--- src/rtl/clkdiv_multi_if.sv ---
// Control and status bundle for clkdiv_multi: per-channel run/divisor requests
// in, divided clocks and status pulses out.
interface clkdiv_multi_if #(
    parameter int NCHAN = 2,
    parameter int WIDTH = 8
);
    logic [NCHAN-1:0]       enable;
    logic [NCHAN-1:0]       div_load;
    logic [NCHAN*WIDTH-1:0] div_value;
    logic [NCHAN-1:0]       clk_out;
    logic [NCHAN-1:0]       tick;
    logic [NCHAN-1:0]       pending;
    logic [NCHAN-1:0]       load_err;

    modport master (
        output enable, div_load, div_value,
        input  clk_out, tick, pending, load_err
    );

    modport slave (
        input  enable, div_load, div_value,
        output clk_out, tick, pending, load_err
    );
endinterface

--- src/rtl/clkdiv_multi.sv ---
// Multi-channel integer clock divider; each channel swaps divisors and stops
// only on period boundaries so no clk_out phase is ever truncated.
module clkdiv_multi #(
    parameter int NCHAN       = 2,
    parameter int WIDTH       = 8,
    parameter int DEFAULT_DIV = 4
) (
    input  logic          CLK,
    input  logic          RST,
    clkdiv_multi_if.slave bus
);
    typedef enum logic {STOPPED, RUNNING} state_e;

    for (genvar g = 0; g < NCHAN; g++) begin : g_chan
        state_e           state_q, state_d;
        logic [WIDTH-1:0] cnt_q, cnt_d;
        logic [WIDTH-1:0] div_q, div_d;
        logic [WIDTH-1:0] pdiv_q, pdiv_d;
        logic             pend_q, pend_d;
        logic             clk_q, tick_q, err_q;
        logic [WIDTH-1:0] ld_val;
        logic [WIDTH:0]   half;
        logic             running, boundary, ld_ok;

        assign ld_val   = bus.div_value[g*WIDTH +: WIDTH];
        assign ld_ok    = bus.div_load[g] && (ld_val != '0);
        assign running  = (state_q == RUNNING);
        assign boundary = running && (cnt_q == div_q - 1'b1);
        assign half     = ({1'b0, div_q} + 1'b1) >> 1;

        // A load landing in the boundary cycle (or while stopped) is applied
        // on the same edge, so pending never shows for it.
        always_comb begin
            state_d = state_q;
            cnt_d   = cnt_q;
            div_d   = div_q;
            pdiv_d  = pdiv_q;
            pend_d  = pend_q;
            if (ld_ok) begin
                pdiv_d = ld_val;
                pend_d = 1'b1;
            end
            if (pend_d && (!running || boundary)) begin
                div_d  = pdiv_d;
                pend_d = 1'b0;
            end
            case (state_q)
                STOPPED: begin
                    cnt_d = '0;
                    if (bus.enable[g]) state_d = RUNNING;
                end
                RUNNING: begin
                    if (boundary) begin
                        cnt_d = '0;
                        if (!bus.enable[g]) state_d = STOPPED;
                    end else begin
                        cnt_d = cnt_q + 1'b1;
                    end
                end
                default: state_d = STOPPED;
            endcase
        end

        always_ff @(posedge CLK) begin
            if (RST) begin
                state_q <= STOPPED;
                cnt_q   <= '0;
                div_q   <= WIDTH'(DEFAULT_DIV);
                pdiv_q  <= '0;
                pend_q  <= 1'b0;
                clk_q   <= 1'b0;
                tick_q  <= 1'b0;
                err_q   <= 1'b0;
            end else begin
                state_q <= state_d;
                cnt_q   <= cnt_d;
                div_q   <= div_d;
                pdiv_q  <= pdiv_d;
                pend_q  <= pend_d;
                clk_q   <= running && ({1'b0, cnt_q} < half);
                tick_q  <= running && (cnt_q == '0);
                err_q   <= bus.div_load[g] && (ld_val == '0);
            end
        end

        assign bus.clk_out[g]  = clk_q;
        assign bus.tick[g]     = tick_q;
        assign bus.pending[g]  = pend_q;
        assign bus.load_err[g] = err_q;
    end
endmodule

--- src/flat_wrapper.sv ---
// flat-port wrapper written by rule: the top's interface ports become plain ports
module clkdiv_multi_flat 
#(
    parameter int NCHAN       = 2,
    parameter int WIDTH       = 8,
    parameter int DEFAULT_DIV = 4
)
  (CLK, RST, bus_enable, bus_div_load, bus_div_value, bus_clk_out, bus_tick, bus_pending, bus_load_err);
  clkdiv_multi_if #(.NCHAN(NCHAN), .WIDTH(WIDTH)) bus_i ();
  input  logic CLK;
  input  logic RST;
  input wire logic [$bits(bus_i.enable)-1:0] bus_enable;
  input wire logic [$bits(bus_i.div_load)-1:0] bus_div_load;
  input wire logic [$bits(bus_i.div_value)-1:0] bus_div_value;
  output wire logic [$bits(bus_i.clk_out)-1:0] bus_clk_out;
  output wire logic [$bits(bus_i.tick)-1:0] bus_tick;
  output wire logic [$bits(bus_i.pending)-1:0] bus_pending;
  output wire logic [$bits(bus_i.load_err)-1:0] bus_load_err;
  assign bus_i.enable = bus_enable;
  assign bus_i.div_load = bus_div_load;
  assign bus_i.div_value = bus_div_value;
  assign bus_clk_out = bus_i.clk_out;
  assign bus_tick = bus_i.tick;
  assign bus_pending = bus_i.pending;
  assign bus_load_err = bus_i.load_err;
  clkdiv_multi #(.NCHAN(NCHAN), .WIDTH(WIDTH), .DEFAULT_DIV(DEFAULT_DIV)) u_core (.CLK(CLK), .RST(RST), .bus(bus_i));
endmodule
--- config.mk ---
export PLATFORM = sky130hd
export DESIGN_NAME = clkdiv_multi_flat
export DESIGN_NICKNAME = d
export VERILOG_FILES = /design/src/rtl/clkdiv_multi_if.sv /design/src/rtl/clkdiv_multi.sv /design/src/flat_wrapper.sv
export SDC_FILE = /design/constraint.sdc
export NUM_CORES = 1
export LEC_CHECK = 0
export BUFFER_PORTS_ARGS = -buffer_cell sky130_fd_sc_hd__buf_4
export CORE_ASPECT_RATIO = 0.8
export CORE_MARGIN = 2
export CORE_UTILIZATION = 53
export CTS_BUF_LIST = sky130_fd_sc_hd__clkbuf_16
export CTS_CLUSTER_DIAMETER = 50
export CTS_CLUSTER_SIZE = 24
export DETAILED_ROUTE_END_ITERATION = 16
export PLACE_DENSITY = 0.75
export SLEW_MARGIN = 30
export SYNTH_ARGS = -nofsm -noshare
export SYNTH_HDL_FRONTEND = slang
export SYNTH_SLANG_ARGS = --single-unit
--- constraint.sdc ---
create_clock -name CLK -period 2.4 [get_ports CLK]
set_input_delay 0.12 -clock CLK [delete_from_list [all_inputs] [get_ports CLK]]
set_output_delay 0.12 -clock CLK [all_outputs]
set_load 0.01 [all_outputs]
==> results_dict.tcl <==
set metrics [dict create \
    fin_nets 446 \
    crit_type "reg2reg" \
    synth_edf_count 0 \
    grt_start_max_net_pins 41 \
    area_growth_pct 17.5 \
    relSlewSlack_pct 66.6 \
    fillCellCount 534 \
    placed_area_um2 3490 \
    drc 0 \
    finalSetupViolations 0 \
    drv_cap 0 \
    crit_fanout 9 \
    comb_power_share_pct 15.0 \
    cts.clk_slew.worst_paths_ps 50 \
    fin_area_um2 3770 \
    r2r_setup_slack_ps 40 \
    drv_slew 0 \
    worstMarginPinSlew_ps 497 \
    p_leak_uw 0.00162 \
    synthesis.area_um2 3210 \
    final_common_cell "dfxtp_1" \
    overflow 0 \
    clockRootBuffer "clkbuf_16" \
    antenna_left 0 \
    clockPowerShare_pct 44.1 \
    core_um2 5880 \
    drive_gt1_share_pct 18.7 \
    crit_required_ps 2610 \
    viasPerCell 5.31 \
    vias 2590 \
    drtIter0Drc 197 \
    dr.pass1.iters 4 \
    die_width_um 91 \
    routedWlPerCell_um 13.8 \
    fmax_mhz 424 \
    finalCritPeriodShare_pct 98.3 \
    grt_pass1_vias 2398 \
    grt_pass1_wl_um 11600 \
    ys_ff_latch 58 \
    die_y_um 73.6 \
    syn_nets 417 \
    synth_cell_types 42 \
    cts-hold-fix-buffers 0 \
    status "complete, no violations" \
    numClockSinks 58 \
    postCtsSetupRepairBufs 0 \
    start_kind "register" \
    min_period_ps 2360 \
    rsz0062_at_grt "true" \
    power_uw 2560 \
    p_seq_share_pct 40.9 \
    peakVddDrop_mv 0.492 \
    switchingPower_uw 679 \
    io_pins 30 \
    port_buffers 29 \
    hold_viol 0 \
    end_kind "register" \
    gp_congestion 0.855 \
    cts_buffer_depth 2 \
    antenna_found_initial 0 \
    htree_num_levels 3 \
    cellInternalPower_uw 1890 \
    synth_ff_type "dfxtp_1" \
    clk_latency_ps 330 \
    cp.arrival_ps 2570 \
    routed_wirelength_um 6750 \
    syn_area_per_cell_um2 8.60 \
    start_util_pct 54.6 \
    cts_buffers 9 \
    detailed_place_hpwl_um 4730 \
    cts_tree "built" \
    synthArstFlopShare_pct 0 \
    rows 25 \
    final_cell_mix "dfxtp_1 (57), nand2_1 (45), buf_4 (40)" \
    ys_seq_area_share_pct 36.2 \
    yosys_warnings 0 \
    synthCells 373 \
    hold_path_class "in2reg" \
    dieArea_um2 6700 \
    antenna_cells 0 \
    grt_usage_pct 22.0 \
    p_sw_share_pct 26.5 \
    power.density_nw_per_um2 680 \
    utilization_pct 64.1 \
    clock_skew_ps 7.06 \
]
[state kept, by name, summed over array words and instances, names as in the netlist]
name,flops
u_core.g_chan.div_q,16
u_core.g_chan.running,2
u_core.g_chan.tick_q,2
u_core.g_chan.pdiv_q,16
u_core.g_chan.err_q,2
u_core.g_chan.clk_q,2
u_core.g_chan.pend_q,2
u_core.g_chan.cnt_q,16
[area by class of cell]
class	count	area [um^2]	share of cell area [%]
timing repair buffer	41	312	8.26
clock buffer	9	225	5.97
inverter	16	60.1	1.59
tap	81	101	2.69
sequential	58	1160	30.8
multi-input combinational	276	1870	49.7
clock inverter	7	37.5	0.995
[synthesized netlist by cell type, types with 5 or more instances]
master | count | area share, %
dfxtp_1 | 58 | 36
nand2_1 | 45 | 5.3
nor2_1 | 33 | 3.9
xnor2_1 | 24 | 6.5
xor2_1 | 24 | 6.5
ha_1 | 22 | 8.6
nand3_1 | 22 | 3.4
a21oi_1 | 21 | 3.3
inv_1 | 16 | 1.9
mux2_2 | 14 | 4.9
clkbuf_1 | 13 | 1.5
nor2b_1 | 10 | 1.9
nor4_1 | 9 | 1.8
buf_4 | 8 | 1.9
nor3_1 | 7 | 1.1
a21o_1 | 6 | 1.4
and3_1 | 5 | 0.97
[path summary, 6_finish.rpt]
check,from,cells past startpoint,to
setup / recovery,u_core.g_chan[1].div_q[2]$_SDFFE_PP1P_,6,u_core.g_chan[1].div_q[2]$_SDFFE_PP1P_
hold / removal,bus_enable[0],3,u_core.g_chan[0].running$_SDFF_PP0_
hold reg to reg,u_core.g_chan[1].pdiv_q[7]$_SDFF_PP0_,2,u_core.g_chan[1].pdiv_q[7]$_SDFF_PP0_
setup reg to reg,u_core.g_chan[1].div_q[2]$_SDFFE_PP1P_,6,u_core.g_chan[1].div_q[2]$_SDFFE_PP1P_
[per-layer routing]
layer	GRT usage (%)	vias up	routed length [um]
li1	-	1319	-
met1	30.6	1202	3490
met2	32.0	58	2810
met3	6.87	11	341
met4	8.75	0	114
met5	0	-	0
[repair_timing]
action	4_1_cts	5_1_grt
setup endpoints to repair	10	8
pin swaps	1	0
resized for setup	1	4
[logic make-up (layout without fill, tap and decap cells)]
kind of cell / count (synthesis) / after routing / share of synthesized area, %
AOI/OAI and AO/OA: 47 / 47 / 9.67
DFF: 58 / 58 / 36.2
buffers and inverters: 39 / 73 / 5.77
and+or+nand+nor: 144 / 144 / 21.5
xor gates and xnor gates: 48 / 48 / 13.1
muxes: 15 / 15 / 5.22
adders and majority gates: 22 / 22 / 8.58
[through the flow]
step / std cells / setup TNS, ps / setup WS [ps] / hold WS (ps)
3_5_place_dp: 472 / -16.1 / -13.6 / 378
2_1_floorplan: 373 / 0 / 35.3 / 254
5_1_grt: 488 / -301 / -43.3 / 54.2
6_report: 488 / 0 / 41.7 / 36.6
3_3_place_gp: 472 / 0 / 82.5 / 367
4_1_cts: 488 / 0 / 16.7 / 29.5
[power by group through the flow]
| stage | Clock, uW | Combinational (uW) | Sequential (uW) |
|---|---|---|---|
| after global routing | 1190 | 428 | 1050 |
| after global placement | 0 | 366 | 1060 |
| after floorplan | 0 | 276 | 1060 |
| after CTS | 1150 | 381 | 1050 |
| after detailed placement | 0 | 376 | 1060 |
| final | 1130 | 385 | 1050 |
[critical path: stages (launching register included)]
cell and delay (ps):
dfxtp_2 320, or4_4 540, or3_4 380, a222oi_1 360, a41oi_2 180, buf_6 180
o31a_1 270
Note: power is estimated with default switching activity, not from simulation.
